## config.mk

```make
export PLATFORM = sky130hd
export DESIGN_NAME = exe_div_ctrl
export DESIGN_NICKNAME = d
export VERILOG_FILES = /design/src/rtl/exe_div_ctrl.sv
export SDC_FILE = /design/constraint.sdc
export NUM_CORES = 1
export LEC_CHECK = 0
export ABC_CLOCK_PERIOD_IN_PS = 5400
export CORE_MARGIN = 1.5
export CORE_UTILIZATION = 52
export CTS_CLUSTER_DIAMETER = 60
export CTS_CLUSTER_SIZE = 10
export DETAILED_ROUTE_END_ITERATION = 8
export PLACE_DENSITY = 0.78
export SYNTH_ARGS = -nofsm -noshare
export SYNTH_HDL_FRONTEND = slang
export SYNTH_SLANG_ARGS = --single-unit
```

## constraint.sdc

```tcl
create_clock -name clk -period 5.4 [get_ports clk]
set_input_delay 0.81 -clock clk [delete_from_list [all_inputs] [get_ports clk]]
set_output_delay 0.81 -clock clk [all_outputs]
set_load 0.005 [all_outputs]
```

## src/rtl/exe_div_ctrl.sv

```systemverilog
// exe_div_ctrl: multi-cycle divide sequencer for the execute stage.
// It runs a 32-step radix-2 restoring divide on operand magnitudes and then
// applies sign fixups. While the divide is pending it stalls EX/MEM and the
// earlier stages. The result is then held in DONE for as long as pipe_hold
// keeps EX/MEM from advancing.
// Ports:
//   clk, resetn          clock and synchronous active-low reset
//   div_req, div_signed  DIV/DIVU request from EX (level) and signedness
//   div_opa, div_opb     dividend / divisor, sampled when the request is accepted
//   int_flush            exception/ERET flush; aborts any divide in flight
//   pipe_hold            downstream stall; keeps a finished result in DONE
//   div_stall            combinational stall to EX/MEM and the earlier stages
//   div_finish           registered one-cycle (or held) result-valid strobe
//   hilo_out             registered {HI = remainder, LO = quotient}
module exe_div_ctrl (
  input  logic        clk,
  input  logic        resetn,
  input  logic        div_req,
  input  logic        div_signed,
  input  logic [31:0] div_opa,
  input  logic [31:0] div_opb,
  input  logic        int_flush,
  input  logic        pipe_hold,
  output logic        div_stall,
  output logic        div_finish,
  output logic [63:0] hilo_out
);

  typedef enum logic [1:0] {S_IDLE, S_BUSY, S_DONE} state_e;

  state_e      state_q, state_d;
  logic [4:0]  cnt_q, cnt_d;
  logic [31:0] dvd_q, dvd_d;   // dividend shifting out, quotient shifting in
  logic [31:0] dvs_q, dvs_d;   // divisor magnitude
  logic [31:0] rem_q, rem_d;
  logic        qneg_q, qneg_d;
  logic        rneg_q, rneg_d;
  logic        fin_q, fin_d;
  logic [63:0] hilo_q, hilo_d;

  logic [32:0] trial, diff;
  logic        take;
  logic [31:0] step_rem, step_quo;
  logic [31:0] opa_mag, opb_mag;

  // One restoring step. The trial remainder is 33 bits wide, so the compare
  // and subtract never overflow.
  always_comb begin
    trial    = {rem_q, dvd_q[31]};
    diff     = trial - {1'b0, dvs_q};
    take     = (trial >= {1'b0, dvs_q});
    step_rem = take ? diff[31:0] : trial[31:0];
    step_quo = {dvd_q[30:0], take};
  end

  // The magnitude of 0x80000000 wraps back to 0x80000000. That is the
  // correct unsigned magnitude.
  always_comb begin
    opa_mag = (div_signed && div_opa[31]) ? (32'd0 - div_opa) : div_opa;
    opb_mag = (div_signed && div_opb[31]) ? (32'd0 - div_opb) : div_opb;
  end

  always_comb begin
    state_d = state_q;
    cnt_d   = cnt_q;
    dvd_d   = dvd_q;
    dvs_d   = dvs_q;
    rem_d   = rem_q;
    qneg_d  = qneg_q;
    rneg_d  = rneg_q;
    fin_d   = fin_q;
    hilo_d  = hilo_q;
    case (state_q)
      S_IDLE: begin
        fin_d = 1'b0;
        if (div_req) begin
          dvd_d   = opa_mag;
          dvs_d   = opb_mag;
          rem_d   = '0;
          qneg_d  = div_signed & (div_opa[31] ^ div_opb[31]);
          rneg_d  = div_signed & div_opa[31];
          cnt_d   = '0;
          state_d = S_BUSY;
        end
      end
      S_BUSY: begin
        dvd_d = step_quo;
        rem_d = step_rem;
        cnt_d = cnt_q + 5'd1;
        if (cnt_q == 5'd31) begin
          state_d = S_DONE;
          fin_d   = 1'b1;
          hilo_d  = {rneg_q ? (32'd0 - step_rem) : step_rem,
                     qneg_q ? (32'd0 - step_quo) : step_quo};
        end
      end
      S_DONE: begin
        if (!pipe_hold) begin
          state_d = S_IDLE;
          fin_d   = 1'b0;
        end
      end
      default: begin
        state_d = S_IDLE;
        fin_d   = 1'b0;
      end
    endcase
    // A flush overrides everything above. It also blocks a same-cycle accept
    // from reaching BUSY. Any working registers loaded here are don't-care.
    if (int_flush) begin
      state_d = S_IDLE;
      fin_d   = 1'b0;
      hilo_d  = hilo_q;
    end
  end

  always_ff @(posedge clk) begin
    if (!resetn) begin
      state_q <= S_IDLE;
      cnt_q   <= '0;
      dvd_q   <= '0;
      dvs_q   <= '0;
      rem_q   <= '0;
      qneg_q  <= 1'b0;
      rneg_q  <= 1'b0;
      fin_q   <= 1'b0;
      hilo_q  <= '0;
    end else begin
      state_q <= state_d;
      cnt_q   <= cnt_d;
      dvd_q   <= dvd_d;
      dvs_q   <= dvs_d;
      rem_q   <= rem_d;
      qneg_q  <= qneg_d;
      rneg_q  <= rneg_d;
      fin_q   <= fin_d;
      hilo_q  <= hilo_d;
    end
  end

  // Stall is low in DONE, so the instruction leaves EX together with the finish pulse.
  assign div_stall  = resetn & ~int_flush &
                      (((state_q == S_IDLE) & div_req) | (state_q == S_BUSY));
  assign div_finish = fin_q;
  assign hilo_out   = hilo_q;

endmodule

```

# Word level (Yosys, flattened, before mapping)
# Cells that the tools add are included.
# word_totals
output_inout_bits,66
in_bits,70
regBits,170
# classes
bitwise,9
n_eq_ne,6
n_reduce_logical,10
n_lt_le_gt_ge,1
muxes,18
add_sub_neg,6
# ops
operator,count
32-bit two-way mux,7
32-bit one-hot mux with 2 select lines,2
"1-bit by 32-bit subtractor with 32-bit output, first input constant",4
33-bit by 32-bit >= comparator with 1-bit output,1
32-bit subtractor,1
5-bit one-hot mux with 2 select lines,1
2-bit two-way mux,3
"2-bit != test, second input constant",3
2-bit one-hot mux with 3 select lines,1
2-bit AND reduction,3
3-bit AND reduction,2
"5-bit by 1-bit adder with 5-bit output, second input constant",1
1-bit AND,5
"5-bit equality test, second input constant",1
5-bit two-way mux,1
"2-bit by 1-bit equality test with 1-bit output, second input constant",1
"2-bit equality test, second input constant",1
1-bit logical AND,2
2-bit zero test,1
1-bit two-way mux,2
1-bit inverter,2
1-bit one-hot mux with 2 select lines,1
2-bit nonzero test,1
2-bit OR reduction,1
2 further kinds,2

# Longest topological paths before layout
# depth
word_depth,4
ltp_mapped,24
ltp_nobuf,20

# Worst setup path before layout
# No wires, ideal clock.
# synth_timing
kind,register -> register
from,reg dvs_q[26]
to,reg hilo_q[60] (netlist: hilo_out[60])
path_slack_ns,0.286
path_stages_with_launch,23
t_required_ns,5.267
path_buffers,4
t_arrival_ns,4.981
synth_period_minus_slack_ns,5.114
setup_time_ns,0.133
path_cell_list,dfxtp_1 -> inv_1 -> ha_1 -> clkbuf_1 -> nand4_1 -> nor4_1 -> nand2_1 -> o211ai_1 -> a211o_1 -> buf_1 -> clkbuf_1 -> clkbuf_1 -> mux2i_1 -> ha_1 -> nand2_1 -> a211oi_2 -> o2111ai_1 -> nor4_1 -> a2bb2oi_1 -> nand4b_1 -> o41ai_1 -> xnor2_1 -> a21oi_1
# synth_between
elab_chain_cells,4
# synth_rtl
element,line,text
start: declaration,34,"logic [31:0] dvs_q, dvs_d;"
start signal: assignment,132,dvs_q <= dvs_d;
32-bit subtractor or 33-bit by 32-bit >= comparator with 1-bit output (tied branches),"50, 51",
32-bit two-way mux (*),52,step_rem = take ? diff[31:0] : trial[31:0];
1-bit by 32-bit subtractor with 32-bit output,93,"hilo_d = {rneg_q ? (32'd0 - step_rem) : step_rem,"
32-bit two-way mux (*),93,
end signal: assignment,137,hilo_q <= hilo_d;
end: declaration,39,"logic [63:0] hilo_q, hilo_d;"
# Every way passes the cells marked *; elsewhere a longest branch is shown, timed or not.
# A chain may end at the register's enable or synchronous reset.

# Worst setup path after layout
# layout_timing
from,reg dvs_q[6]
to,reg hilo_q[62] (netlist: hilo_out[62])
# The elaborated chain is that of the path after synthesis.

==> metrics.txt <==
status finished, final reports clean; Net Count, Synth 1661; critical path, cell by cell inv_1 > ha_1 > a21oi_2 > o21ai_0 > a21oi_1 > a21oi_1 > a211o_2 > mux2i_1 > ha_1 > nand2_1 > a211oi_2 > o2111ai_1 > nor4_1 > a2bb2oi_1 > buf_4 > o311a_1 > nand4_1 > o311ai_0; Cell Area, Placed around 0.013 sq mm; uppermost layer routed met4; GRT Residual Overflow 0; Clock Skew approximately 0.013 ns; cts bufs inserted 17; # rows 54; setup violators final 0; largest area contributor in the netlist dfxtp_1; Syn Inst Count about 1600; Final Hold Fails 0; DIE AREA 0.0230 sq mm; Post-Syn Area 0.0115 sq mm; Crit. End Element register; count leader, synth nor2_1; Max Slew Vio Count 0; CTS Hold Bufs 0; Synth top area share 29.6%; root buffer cell clkbuf_16; FF-to-FF setup slack about 0.70 ns; Final nets 1735; Bufs on Longest Clock Path 2; Top Ports approximately 140; CP bufs+invs 2; Final GP Congestion 0.949; pin count of the biggest net entering global routing slightly above 80; vias in the first global route 10700; GRT Total Usage 31.8%; power per cell area approximately 240 mW/mm^2; crit share post-route roughly 87%; main area contributors after synthesis dfxtp_1, nor2_1, a21oi_1; Post-DP HPWL around 27000 um; Pleak between 4 and 5 nW; clock transition at the registers of the reported paths about 0.07 ns; metal2 WL 16100 um; kind of critical path register to register; transition time at the pin with the least slew margin 0.935 ns; First-pass DRT Iterations 6; register area share after synthesis about 30%; clock latency on the worst-skew pair 0.44 ns; WP data arrival between 5 and 6 ns; via/cell ratio about 6.3; post-CTS setup buffer count 0; H-tree depth 4; CP Launch Type register; number of remaining DRC errors 0; Tot Pwr ~3.3 mW; CP required approximately 5.7 ns; layout cells sized above 1 under 10%; cts repair resizes 0; Commonest cells post-synth nor2_1, nand2_1, dfxtp_1, a21oi_1, clkbuf_1; Initial Util 52.8%; final WL 36600 um; crit path max-delay cell type ha_1; Slew headroom between 30% and 40%; Crit path largest cell delay roughly 0.40 ns; VDD IR-drop max roughly 0.13 mV; area of the core approximately 0.022 sq mm; Design Area, Final about 0.014 sq mm; TritonCTS clock tree built; Yosys Warn Count 0; ANT nets after route 0; PortBufs 135; post-synth cell types 78; met1 WL ~17000 um; Die Height around 150 um; RSZ-0062 raised after global routing false; ANT cells 0; Post-Syn Area per Cell 7.40 sq um; Period minus WS final roughly 4.7 ns; Crit Path Max Fanout 8; Routed met3 length about 2700 um; initial drt markers 1335; vias ~12000; max-capacitance violation count 0; Synth Register Bits between 150 and 200; Max Freq 0.213 GHz; initial antenna violation count 1; async set or reset register ratio after synthesis 0%; P&R area growth vs syn 18.7%; Post-synth EDFFs 0; Sink Count between 150 and 200; first-pass GRT wire length between 50000 and 60000 um; Hold Path Class register to register; chip width between 150 and 200 um; final setup TNS 0 ns; WL/cell around 19 um; most common flop cell mapped by yosys dfxtp_1; cell family with most CP delay compound AO/OA/AOI/OAI gates
registers in the layout (all words and copies together), names as in the netlist:
signal and count:
hilo_out 64, qneg_q 1, cnt_q 5, dvs_q 32, state_q 2, rem_q 32
div_finish 1, dvd_q 32, rneg_q 1
area by class of cell:
class	count	area, sq um
clock buffer	19	453
multi-input combinational	1225	7520
sequential	170	3400
tap	280	350
timing repair buffer	159	1530
inverter	53	201
fill	1986	8120
clock inverter	13	176
power breakdown:
| part | switching, mW | internal [mW] |
|---|---|---|
| clock network | 0.580 | 0.729 |
| registers | 0.0440 | 1.29 |
| logic | 0.410 | 0.243 |
| total | 1.03 | 2.27 |
layout by cell type (no fill, tap or decap), types with 6 or more instances in the layout:
| master | count |
|---|---|
| a22oi_1 | 30 |
| o31a_1 | 6 |
| a31oi_1 | 39 |
| inv_1 | 52 |
| nor2_1 | 188 |
| and3_1 | 15 |
| nand2_1 | 182 |
| nand2b_1 | 6 |
| dfxtp_1 | 170 |
| a21boi_0 | 6 |
| ha_1 | 38 |
| nand3_1 | 30 |
| o41ai_1 | 8 |
| nand3b_1 | 7 |
| buf_4 | 24 |
| or4_1 | 17 |
| clkbuf_16 | 17 |
| a311oi_1 | 11 |
| nor4_1 | 16 |
| clkdlybuf4s50_1 | 135 |
| or3_1 | 21 |
| and2_1 | 6 |
| o211ai_1 | 13 |
| nor3_1 | 35 |
| a221oi_1 | 7 |
| nand4_1 | 18 |
| a21o_1 | 9 |
| mux2i_1 | 15 |
| a211oi_1 | 61 |
| o31ai_1 | 23 |
| xnor2_1 | 61 |
| xor2_1 | 59 |
| o21ai_0 | 71 |
| a21oi_1 | 140 |
path summary, 6_finish.rpt:
check,endpoint,from,cells after the start
max reg2reg,hilo_out[62],dvs_q[6],18
min,hilo_out[43],hilo_out[43],2
max,hilo_out[62],dvs_q[6],18
min reg2reg,hilo_out[43],hilo_out[43],2
layer usage:
| metal | vias to the layer above | track usage, % |
|---|---|---|
| met1 | 5606 | 46.1 |
| met5 | - | 0 |
| li1 | 5785 | - |
| met4 | 0 | 12.2 |
| met2 | 569 | 48.0 |
| met3 | 68 | 3.74 |
cells by family (layout without fill, tap and decap cells):
logic type               after synthesis  count (layout)  synth area share [%]
adder cells (fa/ha/maj)               39              39                  4.31
multiplexers                          19              19                  1.70
flip-flops                           170             170                  29.6
AND/OR/NAND/NOR                      576             576                  23.3
buffers and inverters                157             244                  5.14
XOR/XNOR                             120             120                  9.15
AO/OA/AOI/OAI                        471             471                  26.7
worst reg2reg max path: stages (launching register included):
cell	delay, ns
dfxtp_1	0.33
inv_1	0.04
ha_1	0.40
a21oi_2	0.27
o21ai_0	0.22
a21oi_1	0.34
a21oi_1	0.12
a211o_2	0.37
mux2i_1	0.27
ha_1	0.28
nand2_1	0.08
a211oi_2	0.28
o2111ai_1	0.20
nor4_1	0.22
a2bb2oi_1	0.34
buf_4	0.23
o311a_1	0.17
nand4_1	0.11
o311ai_0	0.32
per-stage QoR:
stage / hold slack, ns / instances / utilization (%) / setup slack [ns]
2_1_floorplan: 0.432 / 1552 / - / 0.286
3_3_place_gp: 0.439 / 1887 / 59.8 / 0.995
3_5_place_dp: 0.445 / 1887 / 59.8 / 0.836
4_1_cts: 0.454 / 1919 / 62.7 / 0.799
5_1_grt: 0.476 / 1919 / 62.7 / 0.111
6_report: 0.451 / 1919 / 62.7 / 0.704
(Power assumes the default switching activity.)
